[config.mk]
export PLATFORM = sky130hd
export DESIGN_NAME = ring_router_sw_alloc
export DESIGN_NICKNAME = d
export VERILOG_FILES = /design/src/rtl/ring_router_sw_alloc_pkg.sv /design/src/rtl/ring_router_sw_alloc_arb3.sv /design/src/rtl/ring_router_sw_alloc.sv
export SDC_FILE = /design/constraint.sdc
export NUM_CORES = 1
export LEC_CHECK = 0
export ABC_AREA = 1
export BUFFER_PORTS_ARGS = -buffer_cell sky130_fd_sc_hd__buf_2
export CAP_MARGIN = 10
export CORE_MARGIN = 3
export CORE_UTILIZATION = 57
export CTS_BUF_LIST = sky130_fd_sc_hd__clkbuf_16
export DETAILED_ROUTE_END_ITERATION = 10
export PLACE_DENSITY_LB_ADDON = 0.12
export SLEW_MARGIN = 20
export SYNTH_ARGS = -nofsm -noshare
export SYNTH_HDL_FRONTEND = slang
export SYNTH_HIERARCHICAL = 1
export SYNTH_SLANG_ARGS = --single-unit
[constraint.sdc]
create_clock -name clk -period 4.28 [get_ports clk]
set_clock_uncertainty 0.1 [all_clocks]
set_input_delay 0 -clock clk [delete_from_list [all_inputs] [get_ports clk]]
set_output_delay 0 -clock clk [all_outputs]
set_load 0.02 [all_outputs]
[src/rtl/ring_router_sw_alloc_pkg.sv]
// Shared constants for the ring router switch allocator: port indices and the
// idle crossbar select. Wormhole locking is built when RING_SWALLOC_LOCK_EN is defined.
package ring_router_sw_alloc_pkg;

  localparam logic [1:0] PORT_PREV = 2'd0;
  localparam logic [1:0] PORT_TERM = 2'd1;
  localparam logic [1:0] PORT_NEXT = 2'd2;

  localparam logic [1:0] SEL_NONE = 2'd0;

  // Increment modulo 3 for the round-robin pointer.
  function automatic logic [1:0] inc3(input logic [1:0] x);
    return (x == 2'd2) ? 2'd0 : x + 2'd1;
  endfunction

endpackage

[src/rtl/ring_router_sw_alloc_arb3.sv]
// Three-requester round-robin arbiter with its own priority pointer.
// With RING_SWALLOC_LOCK_EN it also holds a wormhole lock to one owner input.
module ring_rr_arb3
  import ring_router_sw_alloc_pkg::*;
(
  input  logic       clk,
  input  logic       reset,
  input  logic [2:0] req,
  input  logic       en,
`ifdef RING_SWALLOC_LOCK_EN
  input  logic       lock,
  input  logic       unlock,
`endif
  output logic [2:0] grant,
  output logic [1:0] grant_idx
);

  logic [1:0] ptr;
  logic [2:0] req_eff;
  logic [1:0] idx;
  logic       found;
  logic       fire;

`ifdef RING_SWALLOC_LOCK_EN
  localparam logic [0:0] ST_IDLE   = 1'b0;
  localparam logic [0:0] ST_LOCKED = 1'b1;

  logic [0:0] state;
  logic [1:0] owner;

  // A locked output only listens to its owner.
  always_comb begin
    req_eff = req;
    if (state == ST_LOCKED) req_eff = req & (3'b001 << owner);
  end
`else
  assign req_eff = req;
`endif

  always_comb begin
    grant     = '0;
    grant_idx = SEL_NONE;
    found     = 1'b0;
    idx       = ptr;
    for (int i = 0; i < 3; i++) begin
      if (!found && req_eff[idx]) begin
        found      = 1'b1;
        grant_idx  = idx;
        grant[idx] = 1'b1;
      end
      idx = inc3(idx);
    end
  end

  assign fire = (|grant) & en;

`ifdef RING_SWALLOC_LOCK_EN
  always_ff @(posedge clk) begin
    if (reset) begin
      ptr   <= 2'd0;
      state <= ST_IDLE;
      owner <= 2'd0;
    end else if (fire) begin
      if (state == ST_IDLE) begin
        ptr <= inc3(grant_idx);
        if (lock) begin
          state <= ST_LOCKED;
          owner <= grant_idx;
        end
      end else if (unlock) begin
        // Pointer stays frozen for the body of a packet and moves on its tail.
        ptr   <= inc3(grant_idx);
        state <= ST_IDLE;
      end
    end
  end
`else
  always_ff @(posedge clk) begin
    if (reset) begin
      ptr <= 2'd0;
    end else if (fire) begin
      ptr <= inc3(grant_idx);
    end
  end
`endif

endmodule

[src/rtl/ring_router_sw_alloc.sv]
// Route compute and switch allocation for a bidirectional ring router driving a 3x3 crossbar.
// Define RING_SWALLOC_LOCK_EN to hold an output for a whole packet (wormhole locking).
module ring_router_sw_alloc
  import ring_router_sw_alloc_pkg::*;
#(
  parameter int p_dest_nbits = 2,
  parameter int p_router_id  = 0
) (
  input  logic                    clk,
  input  logic                    reset,
  input  logic                    domain,
  input  logic                    in0_val,
  input  logic [p_dest_nbits-1:0] in0_dest,
  input  logic                    in0_tail,
  output logic                    in0_rdy,
  input  logic                    in1_val,
  input  logic [p_dest_nbits-1:0] in1_dest,
  input  logic                    in1_tail,
  output logic                    in1_rdy,
  input  logic                    in2_val,
  input  logic [p_dest_nbits-1:0] in2_dest,
  input  logic                    in2_tail,
  output logic                    in2_rdy,
  output logic                    out0_val,
  input  logic                    out0_rdy,
  output logic                    out1_val,
  input  logic                    out1_rdy,
  output logic                    out2_val,
  input  logic                    out2_rdy,
  output logic [1:0]              sel0,
  output logic [1:0]              sel1,
  output logic [1:0]              sel2
);

  localparam int                      N    = 1 << p_dest_nbits;
  localparam logic [p_dest_nbits-1:0] ID   = p_dest_nbits'(p_router_id);
  localparam logic [p_dest_nbits-1:0] HALF = p_dest_nbits'(N / 2);

  logic [2:0]              val;
  logic [2:0]              tail;
  logic [2:0]              out_rdy_v;
  logic [2:0]              out_val_v;
  logic [2:0]              in_rdy_v;
  logic [2:0]              fire;
  logic [p_dest_nbits-1:0] dest      [3];
  logic [1:0]              route     [3];
  logic [2:0]              req       [3];
  logic [2:0]              grant     [3];
  logic [1:0]              grant_idx [3];

  assign val       = {in2_val, in1_val, in0_val};
  assign tail      = {in2_tail, in1_tail, in0_tail};
  assign out_rdy_v = {out2_rdy, out1_rdy, out0_rdy};
  assign dest[0]   = in0_dest;
  assign dest[1]   = in1_dest;
  assign dest[2]   = in2_dest;

  // Shortest way round the ring; the exact half-way distance goes forward.
  for (genvar j = 0; j < 3; j++) begin : g_route
    logic [p_dest_nbits-1:0] fwd;
    assign fwd      = dest[j] - ID;
    assign route[j] = (dest[j] == ID) ? PORT_TERM :
                      (fwd <= HALF)   ? PORT_NEXT : PORT_PREV;
  end

  for (genvar k = 0; k < 3; k++) begin : g_out
    for (genvar j = 0; j < 3; j++) begin : g_req
      assign req[k][j] = !reset && val[j] && (route[j] == 2'(k));
    end

`ifdef RING_SWALLOC_LOCK_EN
    logic wtail;
    assign wtail = tail[grant_idx[k]];
`endif

    ring_rr_arb3 u_arb (
      .clk       (clk),
      .reset     (reset),
      .req       (req[k]),
      .en        (out_rdy_v[k]),
`ifdef RING_SWALLOC_LOCK_EN
      .lock      (!wtail),
      .unlock    (wtail),
`endif
      .grant     (grant[k]),
      .grant_idx (grant_idx[k])
    );

    assign out_val_v[k] = |grant[k];
    assign fire[k]      = out_val_v[k] & out_rdy_v[k];
  end

  always_comb begin
    in_rdy_v = '0;
    for (int k = 0; k < 3; k++) begin
      if (fire[k]) in_rdy_v = in_rdy_v | grant[k];
    end
  end

  assign {in2_rdy, in1_rdy, in0_rdy}    = in_rdy_v;
  assign {out2_val, out1_val, out0_val} = out_val_v;
  assign sel0 = grant_idx[0];
  assign sel1 = grant_idx[1];
  assign sel2 = grant_idx[2];

  // The domain label only tags the data; tails are unused when locking is off.
  logic unused_in;
`ifdef RING_SWALLOC_LOCK_EN
  assign unused_in = domain;
`else
  assign unused_in = ^{domain, tail};
`endif

endmodule

---- Word level (Yosys, flattened, before mapping) ----
Cells that the tools add are included.
word-level totals
  register bits ........................... 6
  input bits .............................. 18
  output and inout bits ................... 12
  logic and storage cells ................. 180
cells by class
  add/sub/neg operators ................... 9
  $lt $le $gt $ge ......................... 21
  equal/unequal tests ..................... 15
  multiplexer cells ....................... 78
  bitwise operators ....................... 11
  reductions and logical operators ........ 43
operators by type and width
  cell                   count
  $mux W2                24
  $mux W3                12
  $logic_and A1 B1 Y1    27
  $lt A2 B3 Y1 const B   9
  $eq A2 B2 Y1 const B   12
  $mux W1                24
  $or A3 B3 Y3           8
  $add A2 B1 Y2 const B  9
  $bmux W1 S2            9
  $demux W1 S2           9
  $ge A2 B1 Y1 const B   9
  $logic_not A2 Y1       6
  $reduce_or A3 Y1       3
  $logic_not A1 Y1       7
  $eq A2 B1 Y1 const B   3
  $le A2 B2 Y1 const B   3
  $and A1 B1 Y1          3

---- Longest topological paths before layout ----
Gate-level depths: netlist (run 1).
  depth after elaboration ................. 21
  gate-level depth with buffers ........... 16
  depth with buffers taken out ............ 16

---- Hierarchy ----
Netlist (run 1), hierarchy kept.
modules (own cells, without submodules)
  module                         instances  cells each  area an instance (um^2)  seq. area each (um^2)
  ring_rr_arb3 (g_out[0].u_arb)  1          53          322.8                    40.0
  ring_rr_arb3 (g_out[2].u_arb)  1          55          309.0                    40.0
  ring_rr_arb3 (g_out[1].u_arb)  1          55          291.5                    40.0
  ring_router_sw_alloc           1          55          262.8                    0.0

---- Worst setup path before layout (run 1) ----
Ideal clock, no wire load.
  kind .................................... register to register
  start point ............................. reg g_out[0].u_arb.ptr[1]
  end point ............................... reg g_out[0].u_arb.ptr[0]
  library setup time ...................... 115 ps
  arrival ................................. 1305 ps
  required time ........................... 4065 ps
  setup slack ............................. 2759 ps
  cell stages (with the launch flop) ...... 12
  path buffers ............................ 1
  period minus slack after synthesis ...... 1521 ps
  cell sequence ........................... dfxtp_1 > buf_4 > nor2_4 > nand2_1 > nand3_2 > inv_2 > nand3_1 > nand2_1 > nor2_2 > nand2_2 > a21oi_1 > nor2_1
on the way
  longest elaborated chain between the ends .. 12
  elaborated cells on any way between the ends .. 46
  those cells by class .................... add/sub: 3; order compare: 6; eq/ne: 3; mux: 23; bitwise: 3; reduce/logical: 8
ends and longest elaborated chain
  what                                                                       line                                                             source
  start: declaration                                                         ring_router_sw_alloc_arb3.sv:18                                  logic [1:0] ptr;
  start signal: assignment                                                   ring_router_sw_alloc_arb3.sv:82                                  ptr <= inc3(grant_idx);
  $add A2 B1 Y2 or $eq A2 B2 Y1 (tied branches)                              ring_router_sw_alloc_pkg.sv:13                                   return (x == 2'd2) ? 2'd0 : x + 2'd1;
  $mux W2                                                                    ring_router_sw_alloc_pkg.sv:13
  $add A2 B1 Y2, or another cell as far along                                ring_router_sw_alloc_pkg.sv:13
  $mux W2 or $logic_and A1 B1 Y1 (tied branches)                             ring_router_sw_alloc_pkg.sv:13, ring_router_sw_alloc_arb3.sv:49
  $lt A2 B3 Y1 (not written as such), or another cell as far along           ring_router_sw_alloc_arb3.sv:49                                  grant[idx] = 1'b1;
  $logic_and A1 B1 Y1 (not written as such) or $demux W1 S2 (tied branches)  --
  $mux W1 (not written as such) or $or A3 B3 Y3 (tied branches)              --
  $demux W1 S2 or $mux W3 (tied branches)                                    --
  $or A3 B3 Y3 (no line)                                                     --
  $mux W3                                                                    ring_router_sw_alloc_arb3.sv:46                                  if (!found && req_eff[idx]) begin
  $reduce_or A3 Y1                                                           ring_router_sw_alloc_arb3.sv:55                                  assign fire = (|grant) & en;
  $and A1 B1 Y1                                                              ring_router_sw_alloc_arb3.sv:55
Several ways; a longest one is shown, not always the timed one. The select of a mux whose other input is x is not followed.
A chain may end at the register's enable or synchronous reset.

==> impl_metrics.py, run 1 <==
metrics = {
    "global_routing": {
        "grt_max_degree": 10,
        "grt_first_pass_wirelength_mm": 5.04,
        "overflow": 0,
        "grt_pass1_vias": 1295,
        "antenna_found_initial": 0,
        "grtUsageTotal": 0.241,
    },
    "critical_path": {
        "crit_start": "g_out[0].u_arb/ptr[1]",
        "r2r_cells": 9,
        "crit_path_end_kind": "output port",
        "crit_top_cell": "nand3_1",
        "cp_slowest_cell": "dfxtp_1",
        "crit_path_start_kind": "register",
        "critical_path_class": "register to output port",
        "crit_chain": "inv_1, nand3_1, nand3_2, nand3_1, nand2_1, nor2_2, inv_1, nand2_1, nand3_1, buf_2",
        "crit_required_ns": 4.18,
        "r2r_slack_ns": 2.39,
        "cp.arrival_ns": 1.94,
        "path_max_fanout": 9,
        "max_stage_delay_ns": 0.57,
        "reg2reg_from": "g_out[0].u_arb/ptr[1]",
    },
    "hold_path": {
        "hold_path_class": "input pin to register",
        "hold_start": "reset",
        "whs_path_depth": 4,
    },
    "placement": {
        "placed_area_um2": 1310,
        "port_buffers": 25,
        "hpwl_mm": 2.32,
        "routabilityCongestion": 0.803,
    },
    "finish": {
        "syn_to_final_growth_pct": 17.0,
        "diodes": 0,
        "layout.nets": 269,
        "post-route-util": 0.754,
        "final_cell_mix": "60 x nand2_1, 39 x inv_1, 25 x nand3_1, 25 x nor2_1, 25 x buf_2",
        "largest_reg_flops": 6,
        "final_common_cell": "nand2_1",
        "top_regs": "g_out.u_arb/ptr x6",
        "fin_area_um2": 1390,
        "fillCellCount": 172,
        "drive_above_1_share": 0.280,
        "top_register": "g_out.u_arb/ptr",
    },
    "cts": {
        "clock_latency_ns": 0.23,
        "clockRootBuffer": "clkbuf_16",
        "cts_sinks": 6,
        "postCtsResizedCells": 0,
        "cts_tree": "yes",
        "postCtsHoldBufs": 0,
        "cts_max_level": 1,
        "clkTransAtPathRegs_ns": 0.03,
        "cts_buffer_depth": 2,
        "postCtsSetupRepairBufs": 0,
        "numCtsBuffers": 3,
    },
    "drt": {
        "dr.pass1.iters": 4,
        "drtIter0Drc": 32,
        "drc": 0,
        "vias": 1358,
        "wl_mm": 2.87,
        "wl_per_cell_um": 10.7,
        "drt-vias-per-instance": 5.07,
        "ant_nets": 0,
    },
    "yosys": {
        "synthSimpleGateAreaFrac": 0.577,
        "ys_warn_count": 6,
        "synth_seq_cells": 6,
        "synth_top_family_by_area": "simple AND/OR/NAND/NOR gates",
        "synth-seq-area-share": 0.101,
        "synth-xor-area-share": 0,
        "syn_nets": 242,
        "yosysUniqueCellTypes": 22,
        "synth_compound_gate_area_share": 0.0770,
        "synth_mux_area_frac": 0,
        "synthAdderAreaFrac": 0.0633,
        "syn-cell-area_um2": 1190,
        "synthCells": 218,
        "avgSynthCellArea_um2": 5.44,
    },
    "run_status": {
        "status": "finished, final reports clean",
    },
    "sta": {
        "period_minus_slack_ns": 2.04,
        "setup_viol": 0,
        "tightest_slew_ns": 0.421,
        "rsz0062_at_grt": "false",
        "tns_ns": 0,
        "drv_slew": 0,
        "max_slew_margin": 0.719,
        "fmax_ghz": 0.489,
        "final_hold_viol_count": 0,
        "post-route-period-util": 0.478,
    },
    "pwr": {
        "p_per_area_nw_per_um2": 567,
        "p_total_uw": 787,
        "leakage_uw": 0.000854,
        "peakVddDrop_uv": 525,
    },
    "die": {
        "start_util": 0.645,
        "dieArea_um2": 2660,
        "rows": 15,
        "die_x_um": 51.6,
        "io_pins": 30,
        "core-area_um2": 1840,
        "die_h_um": 51.6,
    },
    "flow_run": {
        "cap_violations": 0,
    },
}
==> final timing paths <==
kind / end
min reg2reg: g_out[1].u_arb/ptr[0]
min: g_out[1].u_arb/ptr[0]
max: in2_rdy
max reg2reg: g_out[0].u_arb/ptr[0]
==> worst max-delay path: cells and delay by family (launching register included) <==
family,cells,cell delay [ns]
buf+inv,3,0.41
flops,1,0.57
simple gates,7,0.75
==> kinds of logic after synthesis <==
logic type,Yosys count
buf+inv,51
flops,6
simple gates,141
fa+ha+maj,6
compound gates,14
==> synthesized netlist by cell type, drive strengths merged <==
library cell  instances  area (µm²)
nand2                67         269
inv                  46         178
nor2                 40         193
nand3                34         223
a21oi                 6        30.0
dfxtp                 6         120
ha                    6        75.1
o21ai                 4        27.5
buf                   3        30.0
a211o                 2        17.5
clkinv                2        7.51
o2111ai               1        8.76
o211ai                1        7.51
==> per-layer routing <==
layer	wire length (µm)	GRT usage	up-vias	share of wire
met4	26	0.0917	0	0.0091
met2	1570	0.475	20	0.55
met5	0	0	-	0
met1	1200	0.260	616	0.42
met3	74	0.0201	4	0.026
li1	-	-	718	-
==> cell type report <==
cell class	count	area [µm²]	share of cell area
tap	25	31.3	0.0225
multi-input combinational	161	851	0.613
timing repair buffer	25	125	0.0902
clock buffer	3	75.1	0.0541
sequential	6	120	0.0866
inverter	48	185	0.133
==> through the flow <==
stage	cells	worst slack (ns)	hold WS, ns
floorplan	218	2.76	0.0555
finish	268	2.24	0.0111
global placement	265	2.54	0.220
detailed placement	265	2.45	0.226
global route	268	2.10	0.0417
CTS	268	2.26	0.00758
==> power by group <==
group / switching [µW] / internal, µW / leakage [µW]
logic: 344 / 177 / 0.000768
clock network: 29.2 / 120 / 0.0000370
registers: 42.7 / 73.5 / 0.0000492
No activity file was read; power rests on OpenSTA's default activity.
==> run 2, diff against run 1 <==
--- a/config.mk
+++ b/config.mk
@@ -5,11 +5,11 @@
 export SDC_FILE = /design/constraint.sdc
 export NUM_CORES = 1
 export LEC_CHECK = 0
-export ABC_AREA = 1
+export ABC_AREA = 0
 export BUFFER_PORTS_ARGS = -buffer_cell sky130_fd_sc_hd__buf_2
 export CAP_MARGIN = 10
 export CORE_MARGIN = 3
-export CORE_UTILIZATION = 57
+export CORE_UTILIZATION = 43
 export CTS_BUF_LIST = sky130_fd_sc_hd__clkbuf_16
 export DETAILED_ROUTE_END_ITERATION = 10
 export PLACE_DENSITY_LB_ADDON = 0.12
==> constraint.sdc (replaced) <==
create_clock -name clk -period 1.81 [get_ports clk]
set_clock_uncertainty 0.1 [all_clocks]
set_input_delay 0 -clock clk [delete_from_list [all_inputs] [get_ports clk]]
set_output_delay 0 -clock clk [all_outputs]
set_load 0.02 [all_outputs]
==> impl_metrics.py, run 2 <==
metrics = {
    "run_status": {
        "status": "finished, final reports clean",
    },
    "die": {
        "io_pins": 30,
        "core-area_um2": 1610,
        "start_util": 0.491,
        "rows": 14,
        "dieArea_um2": 2390,
        "die_x_um": 48.9,
        "die_h_um": 48.9,
    },
    "finish": {
        "final_common_cell": "buf_2",
        "drive_above_1_share": 0.293,
        "top_regs": "g_out.u_arb/ptr x6",
        "syn_to_final_growth_pct": 39.9,
        "final_cell_mix": "25 x buf_2, 17 x nor2b_1, 12 x inv_1",
        "top_register": "g_out.u_arb/ptr",
        "diodes": 0,
        "largest_reg_flops": 6,
        "layout.nets": 173,
    },
    "drt": {
        "vias": 909,
        "wl_per_cell_um": 12.2,
        "drc": 0,
        "ant_nets": 0,
        "wl_mm": 2.08,
        "dr.pass1.iters": 4,
        "drt-vias-per-instance": 5.32,
        "drtIter0Drc": 20,
    },
    "cts": {
        "clock_latency_ns": 0.23,
        "cts_max_level": 1,
        "cts_tree": "yes",
        "cts_sinks": 6,
        "numCtsBuffers": 3,
        "cts_buffer_depth": 2,
        "postCtsSetupRepairBufs": 0,
        "clockRootBuffer": "clkbuf_16",
        "clkTransAtPathRegs_ns": 0.04,
    },
    "yosys": {
        "synthCells": 111,
        "syn_nets": 135,
        "synth_async_sr_flop_share": 0,
        "yosysUniqueCellTypes": 23,
        "ys_warn_count": 6,
        "avgSynthCellArea_um2": 7.12,
        "synth-seq-area-share": 0.152,
        "synth_seq_cells": 6,
        "syn-cell-area_um2": 791,
        "yosys.cell_count.top_type": "nor2b_1",
        "yosysTopAreaCellShare": 0.152,
        "synth_area_leaders": "dfxtp_1 15%, nor2b_1 13%, ha_1 9.5%, and2_1 7.1%, inv_1 5.7%",
        "synth_common_cells": "17 x nor2b_1, 12 x inv_1, 11 x nor2_1",
        "synth-edff-count": 0,
        "synthFlopType": "dfxtp_1",
        "synth_top_cell_by_area": "dfxtp_1",
    },
    "sta": {
        "post-route-period-util": 0.947,
        "max_slew_margin": 0.792,
        "tightest_slew_ns": 0.309,
        "period_minus_slack_ns": 1.71,
        "tns_ns": 0,
        "setup_viol": 0,
        "fmax_ghz": 0.584,
        "layout_setup_ws_ns": 0.0965,
        "drv_slew": 0,
        "final_hold_viol_count": 0,
        "rsz0062_at_grt": "false",
        "fin_hold_ws_ns": 0.0183,
    },
    "critical_path": {
        "r2r_cells": 4,
        "crit_path_start_kind": "register",
        "rr_endpoint": "g_out[0].u_arb/ptr[0]",
        "cp.arrival_ns": 1.61,
        "reg2reg_from": "g_out[0].u_arb/ptr[0]",
        "crit_path_end_kind": "output port",
        "r2r_slack_ns": 0.25,
        "critical_path_class": "register to output port",
        "path_max_fanout": 5,
        "crit_required_ns": 1.71,
    },
    "pwr": {
        "leakage_uw": 0.000617,
        "p_per_area_nw_per_um2": 609,
        "peakVddDrop_uv": 322,
    },
    "hold_path": {
        "worstHoldEndpoint": "g_out[2].u_arb/ptr[0]",
        "hold_path_class": "input pin to register",
        "whs_path_depth": 3,
        "hold_start": "reset",
    },
    "global_routing": {
        "antenna_found_initial": 0,
        "grtUsageTotal": 0.187,
        "grt_pass1_vias": 829,
        "grt_max_degree": 8,
        "grt_first_pass_wirelength_mm": 3.48,
        "overflow": 0,
    },
    "placement": {
        "hpwl_mm": 1.63,
        "port_buffers": 25,
        "pre_cts_slack_ns": 0.0994,
        "routabilityCongestion": 0.797,
    },
    "flow_run": {
        "cap_violations": 0,
    },
}
[run 2: cell types whose count changed after synthesis, moves of 4 or more]
| cell | previous run | this run |
|---|---|---|
| nand3_2 | 8 | 0 |
| and3_1 | 0 | 6 |
| nand2_1 | 60 | 0 |
| nor2b_1 | 0 | 17 |
| and2_1 | 0 | 9 |
| nand2_2 | 7 | 0 |
| nor3b_1 | 0 | 4 |
| nor2_2 | 14 | 0 |
| nor2_1 | 25 | 11 |
| inv_2 | 5 | 0 |
| or3_1 | 0 | 4 |
| nand3_1 | 25 | 0 |
| inv_1 | 39 | 12 |
| o21ai_0 | 0 | 5 |
[run 2: worst max path at each step]
stage                          start                     to  cells after the start
2_1_floorplan            in2_dest[0]  g_out[0].u_arb/ptr[0]                      6
3_3_place_gp             in2_dest[0]  g_out[0].u_arb/ptr[0]                      7
3_5_place_dp             in2_dest[0]  g_out[0].u_arb/ptr[0]                      7
4_1_cts        g_out[1].u_arb/ptr[0]                in2_rdy                      6
5_1_grt                  in0_dest[0]                in2_rdy                     10
6_report       g_out[1].u_arb/ptr[0]               out1_val                      5
[run 2: through the flow]
step	power [µW]	cells	utilization	cell area [µm²]
finish	673	171	0.686	1110
global placement	295	164	0.606	976
global route	701	171	0.686	1110
CTS	672	171	0.677	1090
floorplan	241	111	-	791
detailed placement	299	164	0.606	976
[run 2: worst max-delay path, stage by stage, from the launching register on]
cell and delay, ns:
dfxtp_1 0.34, nor2b_1 0.16, o21ai_0 0.15, and3_1 0.22, or3_1 0.36, buf_2 0.16
[run 2: cells by family after synthesis]
kind of cell / after synthesis / synth area share
flip-flops: 6 / 0.152
adder cells (fa/ha/maj): 6 / 0.0949
AO/OA/AOI/OAI: 23 / 0.207
buffers and inverters: 12 / 0.0570
AND/OR/NAND/NOR: 64 / 0.489
[run 2: timing repair]
action	in CTS	in global routing
endpoints found under the hold margin	4	0
hold buffers	4	0
endpoints found under the setup margin	0	3
gates resized for setup	0	6
[run 2: power by group]
part           switching [µW]  internal (µW)
clock network            81.3            284
logic                    85.6           74.5
registers                8.07            139
total                     175            498
[run 2: per-layer routing]
metal  track usage  vias up  share of wire  routed length (µm)
li1              -      465              -                   -
met1         0.217      416           0.46                 960
met2         0.317       26           0.47                 978
met3        0.0275        2          0.052                 109
met4         0.118        0          0.016                  34
met5             0        -              0                   0
[run 2: area by class of cell]
class	count	area, µm²
inverters	12	45.0
repair buffers	33	195
well taps	24	30.0
fillers	154	505
multi-input cells	93	639
clock buffers	3	75.1
flip-flops and latches	6	121
==> run 3, diff against run 2 <==
--- a/config.mk
+++ b/config.mk
@@ -13,6 +13,7 @@
 export CTS_BUF_LIST = sky130_fd_sc_hd__clkbuf_16
 export DETAILED_ROUTE_END_ITERATION = 10
 export PLACE_DENSITY_LB_ADDON = 0.12
+export SETUP_SLACK_MARGIN = 0.5
 export SLEW_MARGIN = 20
 export SYNTH_ARGS = -nofsm -noshare
 export SYNTH_HDL_FRONTEND = slang
==> constraint.sdc (replaced) <==
create_clock -name clk -period 1.81 [get_ports clk]
set_clock_uncertainty 0.1 [all_clocks]
set_input_delay 0.181 -clock clk [delete_from_list [all_inputs] [get_ports clk]]
set_output_delay 0.181 -clock clk [all_outputs]
set_load 0.02 [all_outputs]
==> impl_metrics.py, run 3 <==
metrics = {
    "yosys": {
        "yosysTopAreaCellShare": 0.152,
        "synth_async_sr_flop_share": 0,
        "synth_top_cell_by_area": "dfxtp_1",
        "synthFlopType": "dfxtp_1",
        "syn_nets": 135,
        "ys_warn_count": 6,
        "synth_area_leaders": "dfxtp_1 15%, nor2b_1 13%, ha_1 9.5%, and2_1 7.1%, inv_1 5.7%",
        "synthCells": 111,
        "yosys.cell_count.top_type": "nor2b_1",
        "synth-seq-area-share": 0.152,
        "synth_seq_cells": 6,
        "synth-edff-count": 0,
        "synth_common_cells": "17 x nor2b_1, 12 x inv_1, 11 x nor2_1",
        "avgSynthCellArea_um2": 7.12,
        "yosysUniqueCellTypes": 23,
        "syn-cell-area_um2": 791,
    },
    "placement": {
        "dp.cells": 175,
        "placed_area_um2": 1240,
        "port_buffers": 25,
        "hpwl_mm": 1.79,
        "routabilityCongestion": 0.890,
    },
    "cts": {
        "postCtsSetupRepairBufs": 14,
        "numCtsBuffers": 3,
        "cts_buffer_depth": 2,
        "postCtsHoldBufs": 0,
        "cts_max_level": 1,
        "clockRootBuffer": "clkbuf_16",
        "postCtsResizedCells": 81,
        "cts_sinks": 6,
    },
    "run_status": {
        "status": "stopped before the end",
        "stop_stage": "clock tree synthesis",
        "error": "[ERROR DPL-0038] Utilization greater than 100%, impossible to legalize",
    },
    "die": {
        "start_util": 0.491,
        "die_x_um": 48.9,
        "io_pins": 30,
        "rows": 14,
        "die_h_um": 48.9,
    },
}
run 3: cell counts after synthesis:
Identical to the previous run, type by type.
run 3: per-stage QoR:
| stage | util | setup WS (ns) | hold slack [ns] |
|---|---|---|---|
| 2_1_floorplan | - | 0.198 | 0.146 |
| 3_3_place_gp | 0.768 | -0.153 | 0.357 |
| 3_5_place_dp | 0.768 | -0.171 | 0.363 |
run 3: logic make-up after synthesis:
kind of cell	after synthesis	share of synthesized area
compound gates	23	0.207
simple gates	64	0.489
fa+ha+maj	6	0.0949
flops	6	0.152
buf+inv	12	0.0570
==> run 4, diff against run 3 <==
--- a/config.mk
+++ b/config.mk
@@ -8,12 +8,10 @@
 export ABC_AREA = 0
 export BUFFER_PORTS_ARGS = -buffer_cell sky130_fd_sc_hd__buf_2
 export CAP_MARGIN = 10
-export CORE_MARGIN = 3
-export CORE_UTILIZATION = 43
-export CTS_BUF_LIST = sky130_fd_sc_hd__clkbuf_16
+export CORE_AREA = 3 3 64 66
 export DETAILED_ROUTE_END_ITERATION = 10
-export PLACE_DENSITY_LB_ADDON = 0.12
-export SETUP_SLACK_MARGIN = 0.5
+export DIE_AREA = 0 0 67 69
+export PLACE_DENSITY_LB_ADDON = 0.15
 export SLEW_MARGIN = 20
 export SYNTH_ARGS = -nofsm -noshare
 export SYNTH_HDL_FRONTEND = slang
==> constraint.sdc (replaced) <==
create_clock -name clk -period 2.35 [get_ports clk]
set_clock_uncertainty 0.1 [all_clocks]
set_input_delay 0.235 -clock clk [delete_from_list [all_inputs] [get_ports clk]]
set_output_delay 0.235 -clock clk [all_outputs]
set_load 0.02 [all_outputs]
==> impl_metrics.py, run 4 (same netlist as run 2, synthesis figures left out) <==
metrics = {
    "run_status": {
        "status": "finished, final reports clean",
    },
    "die": {
        "io_pins": 30,
        "die_x_um": 67,
        "dieArea_um2": 4620,
        "core-area_um2": 3630,
        "start_util": 0.218,
        "die_h_um": 69,
        "rows": 22,
    },
    "pwr": {
        "peakVddDrop_uv": 117,
        "power_frac_clock": 0.404,
        "seqPwrFrac": 0.293,
        "leakage_uw": 0.000590,
        "sw_frac_of_total": 0.303,
        "switchingPower_uw": 117,
        "p_total_uw": 386,
        "p_int_uw": 269,
        "p_per_area_nw_per_um2": 363,
        "pwr-share-comb": 0.304,
    },
    "finish": {
        "largest_reg_flops": 6,
        "final_common_cell": "buf_2",
        "layout.nets": 171,
        "final_cell_mix": "25 x buf_2, 17 x nor2b_1, 12 x inv_1",
        "top_register": "g_out.u_arb/ptr",
        "syn_to_final_growth_pct": 34.3,
        "diodes": 0,
        "drive_above_1_share": 0.283,
        "top_regs": "g_out.u_arb/ptr x6",
        "fin_cells": 193,
        "post-route-util": 0.292,
        "fillCellCount": 422,
    },
    "critical_path": {
        "critical_path_class": "input pin to output port",
        "crit_end": "out2_val",
        "path_buf_inv": 3,
        "r2r_cells": 4,
        "path_delay_family": "simple AND/OR/NAND/NOR gates",
        "path_max_fanout": 3,
        "max_stage_delay_ns": 0.37,
        "crit_required_ns": 2.02,
        "cp_slowest_cell": "or3_1",
        "cp.depth": 9,
        "crit_start": "in2_dest[0]",
        "rr_endpoint": "g_out[0].u_arb/ptr[0]",
        "crit_path_start_kind": "input pin",
        "crit_top_cell": "buf_2",
        "crit_chain": "buf_2, inv_1, ha_1, and2_1, nor2b_1, o21ai_0, and3_1, or3_1, buf_2",
        "r2r_slack_ns": 0.81,
        "reg2reg_from": "g_out[0].u_arb/ptr[0]",
        "cp.arrival_ns": 1.84,
        "crit_path_end_kind": "output port",
    },
    "sta": {
        "tns_ns": 0,
        "drv_slew": 0,
        "setup_viol": 0,
        "fmax_ghz": 0.461,
        "rsz0062_at_grt": "false",
        "period_minus_slack_ns": 2.17,
        "final_hold_viol_count": 0,
        "max_slew_margin": 0.768,
        "post-route-period-util": 0.924,
        "tightest_slew_ns": 0.345,
    },
    "cts": {
        "clockRootBuffer": "clkbuf_8",
        "cts_max_level": 1,
        "numCtsBuffers": 3,
        "cts_buffer_depth": 2,
        "cts_sinks": 6,
        "postCtsHoldBufs": 0,
        "clock_latency_ns": 0.22,
        "postCtsResizedCells": 0,
        "postCtsSetupRepairBufs": 0,
        "clkTransAtPathRegs_ns": 0.04,
        "cts_tree": "yes",
    },
    "drt": {
        "ant_nets": 0,
        "dr.pass1.iters": 4,
        "vias": 855,
        "drc": 0,
        "wl_per_cell_um": 11.0,
        "drtIter0Drc": 29,
        "wl_mm": 2.13,
        "drt-vias-per-instance": 4.43,
    },
    "global_routing": {
        "antenna_found_initial": 0,
        "grt_first_pass_wirelength_mm": 3.60,
        "overflow": 0,
        "grtUsageTotal": 0.0997,
        "grt_max_degree": 8,
        "grt_pass1_vias": 824,
    },
    "placement": {
        "port_buffers": 25,
        "routabilityCongestion": 0.801,
        "hpwl_mm": 1.83,
        "dp.cells": 190,
    },
    "flow_run": {
        "cap_violations": 0,
    },
    "hold_path": {
        "hold_path_class": "input pin to register",
    },
}
## run 4: worst reg2reg max path, delay by kind of cell (launching register included)
family | cells | cell delay, ns
flip-flops | 1 | 0.37
AO/OA/AOI/OAI | 1 | 0.25
AND/OR/NAND/NOR | 3 | 0.73
## run 4: worst min-delay path by stage
stage | start | endpoint | slack (ns) | cells past startpoint
5_1_grt | reset | g_out[2].u_arb/ptr[0] | 0.20 | 2
4_1_cts | reset | g_out[2].u_arb/ptr[0] | 0.19 | 2
6_report | reset | g_out[2].u_arb/ptr[0] | 0.18 | 2
2_1_floorplan | reset | g_out[1].u_arb/ptr[0] | 0.20 | 1
3_3_place_gp | reset | g_out[2].u_arb/ptr[0] | 0.41 | 2
3_5_place_dp | reset | g_out[2].u_arb/ptr[0] | 0.42 | 2
## run 4: final cells by class
class	instances	area, µm²	area share
multi-input cells	93	626	0.589
repair buffers	31	170	0.160
flip-flops and latches	6	120	0.113
well taps	48	60.1	0.0565
inverters	12	45.0	0.0424
clock buffers	3	41.3	0.0389
## run 4: metal layers
metal  up-vias  global-route usage  share of wire
li1        461                   -              -
met1       373               0.122           0.49
met2        19               0.163           0.45
met3         2              0.0195          0.044
met4         0              0.0473          0.014
met5         -                   0              0
## run 4: per-stage QoR
stage	setup slack, ns	cell area [µm²]	hold WS, ns
final	0.179	1060	0.185
after global routing	0.00980	1060	0.202
after CTS	0.163	1060	0.187
after detailed placement	0.164	1020	0.422
after global placement	0.182	1020	0.411
after floorplan	0.422	791	0.200
## run 4: power by group through the flow
| stage | logic [µW] | registers (µW) | clock network, µW |
|---|---|---|---|
| detailed placement | 118 | 114 | 0 |
| global placement | 117 | 115 | 0 |
| global route | 133 | 114 | 170 |
| floorplan | 72.5 | 113 | 0 |
| finish | 117 | 113 | 156 |
| CTS | 119 | 113 | 160 |
